===== config.mk =====
export PLATFORM = sky130hd
export DESIGN_NAME = spi_alu_bridge_flat
export DESIGN_NICKNAME = d
export VERILOG_FILES = /design/src/rtl/spi_alu_bridge_pkg.sv /design/src/rtl/spi_alu_bridge_if.sv /design/src/rtl/spi_sync_edge.sv /design/src/rtl/spi_alu_bridge.sv /design/src/flat_wrapper.sv
export SDC_FILE = /design/constraint.sdc
export NUM_CORES = 1
export LEC_CHECK = 0
export BUFFER_PORTS_ARGS = -buffer_cell sky130_fd_sc_hd__buf_2
export CAP_MARGIN = 15
export CORE_MARGIN = 4
export CORE_UTILIZATION = 37
export DETAILED_ROUTE_END_ITERATION = 12
export PLACE_DENSITY = 0.68
export SLEW_MARGIN = 20
export SYNTH_ARGS = -nofsm -noshare
export SYNTH_HDL_FRONTEND = slang
export SYNTH_HIERARCHICAL = 1
export SYNTH_SLANG_ARGS = --single-unit

===== constraint.sdc =====
create_clock -name clk -period 1.8 [get_ports clk]
set_input_delay 0.54 -clock clk [delete_from_list [all_inputs] [get_ports clk]]
set_output_delay 0.54 -clock clk [all_outputs]
set_load 0.01 [all_outputs]

===== src/rtl/spi_alu_bridge_pkg.sv =====
// Shared types and frame geometry for the SPI-to-ALU bridge.
package spi_alu_pkg;

    typedef enum logic [2:0] {
        StIdle,
        StRxCmd,
        StIssue,
        StWait,
        StTx,
        StDone
    } state_e;

    localparam int unsigned TURN_BITS     = 8;
    localparam int unsigned SEL_BYTE_BITS = 8;

    // Select byte, two operands, turnaround, then a double-width result.
    function automatic int unsigned frame_bits(input int unsigned data_width);
        return SEL_BYTE_BITS + 2 * data_width + TURN_BITS + 2 * data_width;
    endfunction

endpackage


===== src/rtl/spi_alu_bridge_if.sv =====
// Request/result handshake between the bridge (master) and the ALU (slave).
interface spi_alu_bridge_if #(
    parameter int unsigned DATA_WIDTH = 8,
    parameter int unsigned SEL_WIDTH  = 2
) ();

    logic                    alu_valid_o;
    logic [DATA_WIDTH-1:0]   alu_data_1_o;
    logic [DATA_WIDTH-1:0]   alu_data_2_o;
    logic [SEL_WIDTH-1:0]    alu_sel_o;
    logic                    alu_valid_i;
    logic [2*DATA_WIDTH-1:0] alu_data_i;

    modport master (
        output alu_valid_o, alu_data_1_o, alu_data_2_o, alu_sel_o,
        input  alu_valid_i, alu_data_i
    );

    modport slave (
        input  alu_valid_o, alu_data_1_o, alu_data_2_o, alu_sel_o,
        output alu_valid_i, alu_data_i
    );

endinterface


===== src/rtl/spi_sync_edge.sv =====
// Multi-stage synchronizer for an asynchronous pin with rise/fall pulse detection.
module spi_sync_edge #(
    parameter int unsigned SYNC_STAGES = 2
) (
    input  logic clk,
    input  logic rst_n,
    input  logic d,
    output logic rise,
    output logic fall
);

    logic [SYNC_STAGES-1:0] sync_q;
    logic                   prev_q;

    // Resetting to 0 means a CS held low through reset never looks like a fresh fall.
    always_ff @(posedge clk or negedge rst_n) begin
        if (!rst_n) begin
            sync_q <= '0;
            prev_q <= 1'b0;
        end else begin
            sync_q[0] <= d;
            for (int i = 1; i < SYNC_STAGES; i++) begin
                sync_q[i] <= sync_q[i-1];
            end
            prev_q <= sync_q[SYNC_STAGES-1];
        end
    end

    assign rise = sync_q[SYNC_STAGES-1] & ~prev_q;
    assign fall = ~sync_q[SYNC_STAGES-1] & prev_q;

endmodule


===== src/rtl/spi_alu_bridge.sv =====
// SPI mode-0 slave that turns one command frame into one ALU request and
// shifts the ALU result back out on MISO within the same frame.
module spi_alu_bridge
    import spi_alu_pkg::*;
#(
    parameter int unsigned DATA_WIDTH  = 8,
    parameter int unsigned SEL_WIDTH   = 2,
    parameter int unsigned SYNC_STAGES = 2
) (
    input  logic              clk,
    input  logic              rst_n,
    input  logic              spi_sclk_i,
    input  logic              spi_cs_n_i,
    input  logic              spi_mosi_i,
    output logic              spi_miso_o,
    output logic              busy_o,
    output logic              err_o,
    spi_alu_bridge_if.master  alu
);

    localparam int unsigned N          = 2 * DATA_WIDTH;
    localparam int unsigned RX_BITS    = SEL_BYTE_BITS + 2 * DATA_WIDTH;
    localparam int unsigned TX_START   = RX_BITS + TURN_BITS;
    localparam int unsigned FRAME_BITS = frame_bits(DATA_WIDTH);
    localparam int unsigned CNT_W      = $clog2(FRAME_BITS + 1);
    // Only the low select bits survive; the ignored upper bits shift out the top.
    localparam int unsigned RX_W       = SEL_WIDTH + 2 * DATA_WIDTH;

    logic sclk_rise, sclk_fall, cs_rise, cs_fall;
    logic [SYNC_STAGES-1:0] mosi_sync_q;
    logic mosi_s;

    state_e                state_q;
    logic [CNT_W-1:0]      bit_cnt_q;
    logic [RX_W-1:0]       rx_shift_q;
    logic [N-1:0]          tx_shift_q;
    logic                  miso_q, err_q, loaded_q, alu_valid_q;
    logic [DATA_WIDTH-1:0] data_1_q, data_2_q;
    logic [SEL_WIDTH-1:0]  sel_q;

    spi_sync_edge #(.SYNC_STAGES(SYNC_STAGES)) u_sclk_sync (
        .clk  (clk),
        .rst_n(rst_n),
        .d    (spi_sclk_i),
        .rise (sclk_rise),
        .fall (sclk_fall)
    );

    spi_sync_edge #(.SYNC_STAGES(SYNC_STAGES)) u_cs_sync (
        .clk  (clk),
        .rst_n(rst_n),
        .d    (spi_cs_n_i),
        .rise (cs_rise),
        .fall (cs_fall)
    );

    // Same depth as the SCLK path so MOSI lines up with the detected rise.
    always_ff @(posedge clk or negedge rst_n) begin
        if (!rst_n) begin
            mosi_sync_q <= '0;
        end else begin
            mosi_sync_q[0] <= spi_mosi_i;
            for (int i = 1; i < SYNC_STAGES; i++) begin
                mosi_sync_q[i] <= mosi_sync_q[i-1];
            end
        end
    end

    assign mosi_s = mosi_sync_q[SYNC_STAGES-1];

    always_ff @(posedge clk or negedge rst_n) begin
        if (!rst_n) begin
            state_q     <= StIdle;
            bit_cnt_q   <= '0;
            rx_shift_q  <= '0;
            tx_shift_q  <= '0;
            miso_q      <= 1'b0;
            err_q       <= 1'b0;
            loaded_q    <= 1'b0;
            alu_valid_q <= 1'b0;
            data_1_q    <= '0;
            data_2_q    <= '0;
            sel_q       <= '0;
        end else begin
            alu_valid_q <= 1'b0;
            if (cs_rise) begin
                // CS rise beats any coincident SCLK edge; that bit is dropped.
                state_q  <= StIdle;
                miso_q   <= 1'b0;
                loaded_q <= 1'b0;
            end else begin
                if (sclk_rise && (state_q inside {StRxCmd, StIssue, StWait, StTx})) begin
                    bit_cnt_q <= bit_cnt_q + 1'b1;
                end
                case (state_q)
                    StIdle: begin
                        miso_q <= 1'b0;
                        if (cs_fall) begin
                            bit_cnt_q <= '0;
                            err_q     <= 1'b0;
                            loaded_q  <= 1'b0;
                            state_q   <= StRxCmd;
                        end
                    end
                    StRxCmd: begin
                        if (sclk_rise) begin
                            rx_shift_q <= {rx_shift_q[RX_W-2:0], mosi_s};
                            if (bit_cnt_q == CNT_W'(RX_BITS - 1)) begin
                                state_q <= StIssue;
                            end
                        end
                    end
                    StIssue: begin
                        alu_valid_q <= 1'b1;
                        data_1_q    <= rx_shift_q[2*DATA_WIDTH-1:DATA_WIDTH];
                        data_2_q    <= rx_shift_q[DATA_WIDTH-1:0];
                        sel_q       <= rx_shift_q[RX_W-1 -: SEL_WIDTH];
                        state_q     <= StWait;
                    end
                    StWait: begin
                        if (alu.alu_valid_i) begin
                            tx_shift_q <= alu.alu_data_i;
                            loaded_q   <= 1'b1;
                        end
                        if (sclk_fall && (bit_cnt_q == CNT_W'(TX_START))) begin
                            state_q <= StTx;
                            if (loaded_q) begin
                                {miso_q, tx_shift_q} <= {tx_shift_q, 1'b0};
                            end else if (alu.alu_valid_i) begin
                                {miso_q, tx_shift_q} <= {alu.alu_data_i, 1'b0};
                            end else begin
                                err_q      <= 1'b1;
                                miso_q     <= 1'b0;
                                tx_shift_q <= '0;
                            end
                        end
                    end
                    StTx: begin
                        if (sclk_fall) begin
                            if (bit_cnt_q == CNT_W'(FRAME_BITS)) begin
                                state_q <= StDone;
                                miso_q  <= 1'b0;
                            end else begin
                                {miso_q, tx_shift_q} <= {tx_shift_q, 1'b0};
                            end
                        end
                    end
                    StDone: begin
                        miso_q <= 1'b0;
                    end
                    default: begin
                        state_q <= StIdle;
                    end
                endcase
            end
        end
    end

    assign spi_miso_o       = miso_q;
    assign busy_o           = (state_q != StIdle);
    assign err_o            = err_q;
    assign alu.alu_valid_o  = alu_valid_q;
    assign alu.alu_data_1_o = data_1_q;
    assign alu.alu_data_2_o = data_2_q;
    assign alu.alu_sel_o    = sel_q;

endmodule


===== src/flat_wrapper.sv =====
// flat-port wrapper written by rule: the top's interface ports become plain ports
module spi_alu_bridge_flat import spi_alu_pkg::*;
#(
    parameter int unsigned DATA_WIDTH  = 8,
    parameter int unsigned SEL_WIDTH   = 2,
    parameter int unsigned SYNC_STAGES = 2
)
  (clk, rst_n, spi_sclk_i, spi_cs_n_i, spi_mosi_i, spi_miso_o, busy_o, err_o, alu_alu_valid_o, alu_alu_data_1_o, alu_alu_data_2_o, alu_alu_sel_o, alu_alu_valid_i, alu_alu_data_i);
  spi_alu_bridge_if #(.DATA_WIDTH(DATA_WIDTH), .SEL_WIDTH(SEL_WIDTH)) alu_i ();
  input  logic clk;
  input  logic rst_n;
  input  logic spi_sclk_i;
  input  logic spi_cs_n_i;
  input  logic spi_mosi_i;
  output logic spi_miso_o;
  output logic busy_o;
  output logic err_o;
  output wire logic [$bits(alu_i.alu_valid_o)-1:0] alu_alu_valid_o;
  output wire logic [$bits(alu_i.alu_data_1_o)-1:0] alu_alu_data_1_o;
  output wire logic [$bits(alu_i.alu_data_2_o)-1:0] alu_alu_data_2_o;
  output wire logic [$bits(alu_i.alu_sel_o)-1:0] alu_alu_sel_o;
  input wire logic [$bits(alu_i.alu_valid_i)-1:0] alu_alu_valid_i;
  input wire logic [$bits(alu_i.alu_data_i)-1:0] alu_alu_data_i;
  assign alu_alu_valid_o = alu_i.alu_valid_o;
  assign alu_alu_data_1_o = alu_i.alu_data_1_o;
  assign alu_alu_data_2_o = alu_i.alu_data_2_o;
  assign alu_alu_sel_o = alu_i.alu_sel_o;
  assign alu_i.alu_valid_i = alu_alu_valid_i;
  assign alu_i.alu_data_i = alu_alu_data_i;
  spi_alu_bridge #(.DATA_WIDTH(DATA_WIDTH), .SEL_WIDTH(SEL_WIDTH), .SYNC_STAGES(SYNC_STAGES)) u_core (.clk(clk), .rst_n(rst_n), .spi_sclk_i(spi_sclk_i), .spi_cs_n_i(spi_cs_n_i), .spi_mosi_i(spi_mosi_i), .spi_miso_o(spi_miso_o), .busy_o(busy_o), .err_o(err_o), .alu(alu_i));
endmodule

## Yosys cells after proc, flatten, opt, wreduce, memory -nomap -nowiden

Index checks and enable logic that the tools add are counted.
Widths: inputs -> output; s select.

| cells by class | value |
|---|---|
| mux-type cells | 35 |
| bitwise operators | 9 |
| add/sub/neg operators | 1 |
| reduce and logical (&&, ||, !) cells | 17 |
| equal/unequal tests | 23 |

Operators with widths:

| cell | count |
|---|---|
| $mux 16 | 6 |
| $pmux 16 s2 | 1 |
| $mux 3 | 7 |
| $mux 6 | 3 |
| $pmux 3 s6 | 1 |
| $mux 1 | 14 |
| $eq 6x6->1 const B | 2 |
| $ne 3x2->1 const B | 4 |
| $ne 3x1->1 const B | 3 |
| $reduce_and 3->1 | 3 |
| $ne 2x2->1 const B | 4 |
| $reduce_bool 4->1 | 2 |
| $reduce_and 7->1 | 1 |
| $add 6x1->6 const B | 1 |
| $eq 3x2->1 const B | 2 |
| $eq 3x3->1 const B | 2 |
| $eq 6x5->1 const B | 1 |
| $ne 2x1->1 const B | 3 |
| $reduce_and 6->1 | 1 |
| $reduce_bool 3->1 | 2 |
| $not 1->1 | 5 |
| $reduce_and 5->1 | 1 |
| $and 1x1->1 | 4 |
| $pmux 1 s2 | 2 |
| other kinds (8) | 10 |

| storage, ports and cells | value |
|---|---|
| register bits | 73 |
| input bits | 22 |

## Logic depth before layout (Yosys ltp)

Gate-level depths: netlist (run 1).

| depth | value |
|---|---|
| depth in word-level cells | 6 |
| gate-level depth with buffers | 8 |
| gate-level depth less buffers | 6 |

## Cells and area by module

Netlist (run 1), hierarchy kept.

By module, submodules not included:

| module | instances | area each (um2) | seq. area each (um2) | cells each |
|---|---|---|---|---|
| spi_alu_bridge | 1 | 3320.7 | 1676.6 | 283 |
| spi_sync_edge | 2 | 90.1 | 75.1 | 5 |

## Worst setup path after synthesis (run 1)

No wires, ideal clock.

| timing | value |
|---|---|
| path kind | reg-to-reg |
| start | reg u_core.u_cs_sync.sync_q[1] |
| end | reg u_core.data_1_q[0], in the netlist u_core/alu.alu_data_1_o[0] |
| data arrival time | 1.837 ns |
| buffers on the path | 2 |
| required time | 1.675 ns |
| slack | -0.162 ns |
| stages on the path, launching flop included | 6 |
| cells stage by stage | dfrtp_1 -> nor2b_1 -> clkbuf_1 -> nor3_2 -> buf_2 -> mux2_2 |

| between the ends | value |
|---|---|
| cells in the longest elaborated chain, start to end | 3 |

Ends and longest elaborated chain:

| item | line | text |
|---|---|---|
| start: declaration | spi_sync_edge.sv:12 | `logic [SYNC_STAGES-1:0] sync_q;` |
| start signal: indexed assignment | spi_sync_edge.sv:23 | `sync_q[i] <= sync_q[i-1];` |
| $and 1x1->1 | spi_sync_edge.sv:29 | `assign rise = sync_q[SYNC_STAGES-1] & ~prev_q;` |
| via u_core.cs_rise | spi_alu_bridge.sv:29 | `logic sclk_rise, sclk_fall, cs_rise, cs_fall;` |
| $not 1->1 (no source line) | n/a |  |
| $reduce_and 2->1 (no source line) | n/a |  |
| end signal: assignment | spi_alu_bridge.sv:115 | `data_1_q <= rx_shift_q[2*DATA_WIDTH-1:DATA_WIDTH];` |
| end: declaration | spi_alu_bridge.sv:38 | `logic [DATA_WIDTH-1:0] data_1_q, data_2_q;` |

The timed path passes the listed nets, and every way through them passes these cells.
A chain may end at the register's enable or synchronous reset.

## Worst setup path after layout (run 1)

| timing | value |
|---|---|
| start | reg u_core.bit_cnt_q[1] |
| end | reg u_core.tx_shift_q[8] |

| between the ends | value |
|---|---|
| cells in the longest elaborated chain, start to end | 4 |
| elaborated cells between the ends (all ways) | 8 |
| those cells by class | eq/ne: 4; mux: 2; reduce/logical: 2 |

Ends and longest elaborated chain:

| item | line | text |
|---|---|---|
| start: declaration | spi_alu_bridge.sv:34 | `logic [CNT_W-1:0] bit_cnt_q;` |
| start signal: assignment | spi_alu_bridge.sv:93 | `bit_cnt_q <= bit_cnt_q + 1'b1;` |
| $eq 6x6->1 | spi_alu_bridge.sv:125 | `if (sclk_fall && (bit_cnt_q == CNT_W'(TX_START))) begin` |
| $logic_and 1x1->1 | spi_alu_bridge.sv:125 |  |
| $ne 3x3->1 (no source line) or $mux 16 (tied branches) | n/a |  |
| $reduce_and 5->1 (no source line) or $pmux 16 s2 (tied branches) | n/a |  |
| end signal: assignment | spi_alu_bridge.sv:122 | `tx_shift_q <= alu.alu_data_i;` |
| end signal: assignment | spi_alu_bridge.sv:128 | `{miso_q, tx_shift_q} <= {tx_shift_q, 1'b0};` |
| end signal: assignment | spi_alu_bridge.sv:130 | `{miso_q, tx_shift_q} <= {alu.alu_data_i, 1'b0};` |
| end: declaration | spi_alu_bridge.sv:36 | `logic [N-1:0] tx_shift_q;` |

Several ways; a longest one is shown, not always the timed one.

==> flow_summary_export.csv, run 1 <==
group,metric,value,unit
grt,grtUsageTotal,0.147,
grt,grt_pass1_wl,13.2,mm
setup_path,crit_type,"reg -> reg",
pwr,power_switching,0.000917,W
synth,synth_warnings,6,
synth,synth_edf_count,0,
floorplan,core_area,0.00924,mm^2
synth,synth-adder-area-share,0.00715,
synth,yosys.area.top_type,"dfrtp_1",
pwr,leakagePower,2.15,nW
finish,utilization,0.491,
pwr,p_int,0.00289,W
floorplan,fp-row-count,35,
grt,grt_max_degree,34,
floorplan,ioPinCount,44,
sta,slew_headroom,0.675,
floorplan,die_w,105,um
clocking,cts_buffers,9,
clocking,cts.htree.levels,3,
synth,synthCells,293,
synth,synth_top_area_frac,0.522,
grt,grt_overflow_total,0,
finish,layout-drive-gt1-share,0.452,
sta,timing.final.ws_setup,-0.0541,ns
pwr,switching_share,0.241,
setup_path,startpoint,"u_core/bit_cnt_q[1]",
synth,synthTopCellsByArea,"dfrtp_1 52%, mux2_2 14%, mux2_4 3.9%, o221ai_1 3.8%, o211ai_1 3.6%",
route,vias,2593,
route,drt_iter0_drc,109,
setup_path,cp_data_arrival_time,2.09,ns
setup_path,worstReg2RegEnd,"u_core/tx_shift_q[8]",
clocking,clock-sinks,73,
clocking,clockRootBuffer,"clkbuf_8",
synth,ys_seq_area_frac,0.522,
setup_path,regToRegSetupSlack,-0.05,ns
floorplan,die-area,0.0111,mm^2
setup_path,cpMaxStageDelayCell,"dfrtp_1",
run,drv_cap,0,
synth,yosys.area_share.simple,0.101,
pwr,p_per_area,839,mW/mm^2
setup_path,reg2reg_depth,7,
synth,synth_common_cells,"73 x dfrtp_1, 42 x mux2_2, 21 x inv_1, 19 x nand3_1, 17 x o211ai_1",
finish,areaGrowthSynthToFinish,29.7,%
status,status,"finished with violations",
pwr,power,0.00381,W
synth,synth-seq-cells,73,
finish,final_nets,396,
synth,synth-main-ff-cell,"dfrtp_1",
clocking,cts_tree,"built",
synth,syn_area,0.00350,mm^2
route,drc,0,
sta,worst_slew_pin_slew,0.487,ns
pwr,peakVddDrop,0.784,mV
synth,synth_xor_area_frac,0.0125,
floorplan,die_h,105,um
synth,synth_top_family_by_area,"multiplexers",
clocking,clkTransAtPathRegs,0.08,ns
clocking,hold_buffers,0,
sta,maxSlewViolCount,0,
sta,finalCriticalPeriod,1.85,ns
sta,setup_viol,15,
clocking,clock_latency,0.34,ns
placed_design,portBuffers,43,
setup_path,worstPathRequired,2.03,ns
synth,yosysUniqueCellTypes,43,
sta,finalHoldViolations,0,
placed_design,routabilityCongestion,0.928,
floorplan,start_util,0.379,
synth,post-synth-top-count-cell,"dfrtp_1",
route,antenna_left,0,
setup_path,max_stage_delay,0.35,ns
route,drt_first_pass_iters,4,
grt,antenna_found_initial,0,
route,wl_per_cell,15.1,um
status,violations,"negative setup slack",
synth,synth.avg_cell_area,11.9,um^2
finish,fill_cells,814,
sta,fmax,539,MHz
pwr,combPwrFrac,0.125,
sta,clock_skew,0.0110,ns
synth,synth_compound_area_frac,0.132,
setup_path,worstSetupStartpointType,"flop",
synth,async_flop_share,1.00,
setup_path,crit_path_max_fanout,8,
finish,num_antenna_cells,0,
clocking,clockBufferDepth,2,
placed_design,hpwlAfterDp,5.12,mm
setup_path,r2r-start,"u_core/bit_cnt_q[1]",
setup_path,end_kind,"flop",
sta,rsz0062_at_grt,"true",
pwr,pwr-share-clk,0.409,
route,viasPerCell,5.13,
grt,grt_pass1_vias,2753,
synth,muxShareOfSynthArea,0.179,
route,routed_wl,7.63,mm
sta,finalCritPeriodShare,1.03,
hold_path,min_path_type,"in -> async",
pwr,sequentialPowerShare,0.467,
setup_path,worstPathCellList,"inv_1 > ha_2 > and4bb_2 > a2111oi_4 > a21oi_4 > clkbuf_16 > mux2_4",
synth,mappedNetlistNets,317,
-- through the flow --
stage	TNS (ns)	hold slack (ns)	worst slack (ns)	area, um^2	instances
final	-0.605	0.0999	-0.0541	4540	505
after global placement	-2.48	0.335	-0.189	4180	485
after detailed placement	-3.09	0.335	-0.237	4180	485
after floorplan	-0.975	0.244	-0.108	3520	293
after CTS	-0.846	0.0867	-0.0769	4490	504
after global routing	-2.26	0.0936	-0.157	4540	505
-- worst max path at each step --
stage,end,slack (ns),cells after the start
after floorplan,u_core/tx_shift_q[10],-0.11,7
after global placement,u_core/tx_shift_q[5],-0.19,6
after detailed placement,u_core/tx_shift_q[2],-0.24,6
after CTS,u_core/tx_shift_q[14],-0.08,7
after global routing,u_core/tx_shift_q[14],-0.16,7
final,u_core/tx_shift_q[8],-0.05,7
-- metal layers --
| layer | wire length (um) | global-route usage | share of wire |
|---|---|---|---|
| met1 | 3360 | 0.186 | 0.44 |
| met2 | 3740 | 0.237 | 0.49 |
| met3 | 432 | 0.0478 | 0.057 |
| met4 | 91 | 0.0497 | 0.012 |
| met5 | 0 | 0 | 0 |
-- cells by family after synthesis --
logic type,count (synthesis)
xor gates and xnor gates,5
buffers and inverters,40
and+or+nand+nor,65
DFF,73
AOI/OAI and AO/OA,55
muxes,53
adders and majority gates,2
-- flip-flops by register name, indices dropped and copies added (netlist names) --
register / cells
u_core/spi_miso_o: 1
u_core/alu.alu_valid_o: 1
u_core/u_sclk_sync/prev_q: 1
u_core/u_sclk_sync/sync_q: 2
u_core/alu.alu_sel_o: 2
u_core/u_cs_sync/sync_q: 2
u_core/alu.alu_data_2_o: 8
u_core/loaded_q: 1
u_core/err_o: 1
u_core/u_cs_sync/prev_q: 1
u_core/state_q: 3
u_core/rx_shift_q: 18
u_core/tx_shift_q: 16
u_core/mosi_sync_q: 2
u_core/bit_cnt_q: 6
u_core/alu.alu_data_1_o: 8
-- placed cells by master, fill, tap and decap left out, types with 2 or more instances in the layout --
cell,instances
o221ai_1,15
mux2_4,9
bufinv_16,3
buf_2,43
nor2b_1,3
nor3_1,7
nand2_1,6
nor2_1,12
buf_12,7
and2b_2,2
nand2b_1,5
nand3_1,19
buf_6,3
a211oi_1,5
inv_1,20
o211ai_1,17
o21bai_1,2
xnor2_1,5
clkbuf_8,9
mux2_2,42
dfrtp_1,73
buf_4,33
a21oi_1,2
mux2i_1,2
-- critical path, delay by kind of cell, from the launching register on --
kind,cells,cell delay (ns)
AOI/OAI and AO/OA,2,0.44
adders and majority gates,1,0.18
buffers and inverters,2,0.24
DFF,1,0.35
muxes,1,0.29
and+or+nand+nor,1,0.26
-- power groups by stage --
stage	clock network (W)	logic [W]	registers [W]
after global routing	0.00168	0.000534	0.00179
after CTS	0.00160	0.000475	0.00178
after detailed placement	0	0.000435	0.00181
final	0.00156	0.000475	0.00178
after floorplan	0	0.000222	0.00181
after global placement	0	0.000422	0.00181
-- area by class of cell --
| type | count | area [um^2] | area share |
|---|---|---|---|
| Clock inverter | 6 | 115 | 0.0254 |
| Sequential cell | 73 | 1830 | 0.402 |
| Timing Repair Buffer | 87 | 662 | 0.146 |
| Multi-Input combinational cell | 180 | 1570 | 0.346 |
| Clock buffer | 9 | 124 | 0.0273 |
| Tap cell | 129 | 161 | 0.0355 |
| Inverter | 21 | 78.8 | 0.0174 |
-- what timing repair did --
item	4_1_cts	5_1_grt
endpoints found under the setup margin	18	40
resized for setup	7	10
cloned	1	0
setup buffers	5	1
pin swaps	2	0
(Power assumes the default switching activity.)
==> inputs of run 2 (changes only) <==
==> constraint.sdc (replaced) <==
create_clock -name clk -period 1.8 [get_ports clk]
set_input_delay 0.09 -clock clk [delete_from_list [all_inputs] [get_ports clk]]
set_output_delay 0.09 -clock clk [all_outputs]
set_load 0.01 [all_outputs]
==> flow_summary_export.csv, run 2 (same netlist as run 1, synthesis figures left out) <==
group,metric,value,unit
status,status,"finished with violations",
finish,top_regs,"u_core/rx_shift_q (18), u_core/tx_shift_q (16)",
setup_path,r2r-start,"u_core/bit_cnt_q[1]",
pwr,leakagePower,2.12,nW
sta,slew_headroom,0.696,
route,vias,2562,
clocking,cts_tree,"built",
pwr,sequentialPowerShare,0.475,
placed_design,hpwlAfterDp,4.90,mm
setup_path,setup.worst_path.end,"u_core/tx_shift_q[12]",
finish,num_antenna_cells,0,
setup_path,worstSetupStartpointType,"flop",
setup_path,end_kind,"flop",
hold_path,min_path_type,"in -> reg",
placed_design,portBuffers,43,
sta,worst_slew_pin_slew,0.452,ns
sta,setup_viol,15,
pwr,pwr-share-clk,0.410,
clocking,clockBufferDepth,2,
placed_design,routabilityCongestion,0.882,
finish,final_common_cell,"dfrtp_1",
setup_path,reg2reg_depth,7,
grt,grt_pass1_wl,12.6,mm
sta,fin_tns_setup,-0.308,ns
finish,regMostFlops,"u_core/rx_shift_q",
sta,finalCriticalPeriod,1.83,ns
floorplan,core_area,0.00924,mm^2
route,drt_iter0_drc,65,
route,viasPerCell,5.08,
sta,rsz0062_at_grt,"true",
setup_path,regToRegSetupSlack,-0.03,ns
setup_path,crit_type,"reg -> reg",
pwr,power,0.00374,W
finish,utilization,0.486,
grt,grt_pass1_vias,2696,
setup_path,startpoint,"u_core/bit_cnt_q[1]",
pwr,combPwrFrac,0.115,
clocking,clock_latency,0.34,ns
grt,antenna_found_initial,0,
setup_path,cp_data_arrival_time,2.06,ns
clocking,clock-sinks,73,
finish,areaGrowthSynthToFinish,28.3,%
clocking,clkTransAtPathRegs,0.08,ns
pwr,p_per_area,833,mW/mm^2
grt,grt_overflow_total,0,
pwr,p_int,0.00286,W
finish,fill_cells,827,
floorplan,die_w,105,um
grt,grtUsageTotal,0.138,
finish,mostFrequentLayoutCells,"73 x dfrtp_1, 43 x buf_2, 42 x mux2_2, 31 x buf_4, 21 x inv_1",
sta,maxSlewViolCount,0,
setup_path,worstReg2RegEnd,"u_core/tx_shift_q[12]",
finish,seq_area,0.00183,mm^2
finish,multi_input_comb_area,0.00156,mm^2
pwr,switching_share,0.234,
pwr,peakVddDrop,0.615,mV
floorplan,ioPinCount,44,
floorplan,die-area,0.0111,mm^2
route,drc,0,
route,routed_wl,7.23,mm
finish,largest_register_ffs,18,
clocking,cts.htree.levels,3,
route,wl_per_cell,14.3,um
route,drt_first_pass_iters,4,
setup_path,worstPathRequired,2.02,ns
sta,finalHoldViolations,0,
clocking,clockRootBuffer,"clkbuf_8",
clocking,cts_buffers,9,
sta,hold_ws,0.124,ns
route,antenna_left,0,
floorplan,die_h,105,um
grt,grt_max_degree,62,
status,violations,"negative setup slack",
floorplan,start_util,0.379,
sta,timing.final.ws_setup,-0.0323,ns
hold_path,min_path_cells,3,
sta,fmax,546,MHz
pwr,power_switching,0.000877,W
sta,finalCritPeriodShare,1.02,
floorplan,fp-row-count,35,
setup_path,crit_path_max_fanout,12,
sta,clock_skew,0.00680,ns
finish,layout-drive-gt1-share,0.432,
finish,final_nets,395,
run,drv_cap,0,
## run 2: cell types whose count changed in the layout (fill, tap and decap cells not counted), sizes merged
cell,change
buf,-5
dlygate4sd3,+5
clkbuf,-1
clkinv,+1
clkinvlp,-1
## run 2: routing by layer
layer / vias to the layer above / GRT usage / wire, um
met4: 0 / 0.0337 / 53
met2: 52 / 0.234 / 3540
met1: 1269 / 0.174 / 3320
met5: - / 0 / 0
li1: 1236 / - / -
met3: 5 / 0.0392 / 323
## run 2: cell type report
type	instances	area share
flip-flops and latches	73	0.407
multi-input cells	180	0.346
repair buffers	86	0.140
well taps	129	0.0359
clock buffers	9	0.0276
clock inverters	6	0.0259
inverters	21	0.0175
## run 2: power groups by stage
stage | clock network [W] | registers, W | logic (W)
after floorplan | 0 | 0.00181 | 0.000222
after global placement | 0 | 0.00181 | 0.000414
after detailed placement | 0 | 0.00181 | 0.000421
after CTS | 0.00159 | 0.00178 | 0.000433
after global routing | 0.00165 | 0.00179 | 0.000491
final | 0.00153 | 0.00178 | 0.000430
## run 2: worst min-delay path by stage
stage / start / slack (ns) / to
floorplan: rst_n / -0.21 / u_core/alu.alu_data_1_o[0]
global placement: rst_n / -0.006 / u_core/alu.alu_data_1_o[1]
detailed placement: rst_n / -0.003 / u_core/alu.alu_data_1_o[2]
CTS: alu_alu_valid_i / 0.10 / u_core/loaded_q
global route: alu_alu_valid_i / 0.14 / u_core/loaded_q
finish: alu_alu_valid_i / 0.12 / u_core/loaded_q
## run 2: critical path, stage by stage (launching register included)
cell and delay [ns]:
dfrtp_1 0.35, inv_1 0.05, ha_2 0.18, and4bb_2 0.26, a2111oi_4 0.36, a21oi_4 0.07, buf_12 0.17, mux2_4 0.29
## run 2: repair_timing
action,4_1_cts,5_1_grt
buffers inserted,2,0
pin swaps,1,0
resized for setup,3,6
hold buffers,5,0
setup endpoints to repair,17,20
endpoints found under the hold margin,21,0
gates cloned,0,0
## run 2: per-stage QoR
stage,cells,instance area (um^2),worst slack (ns)
global route,504,4490,-0.103
CTS,504,4470,-0.0402
floorplan,293,3520,-0.108
finish,504,4490,-0.0323
global placement,482,4140,-0.191
detailed placement,482,4140,-0.234
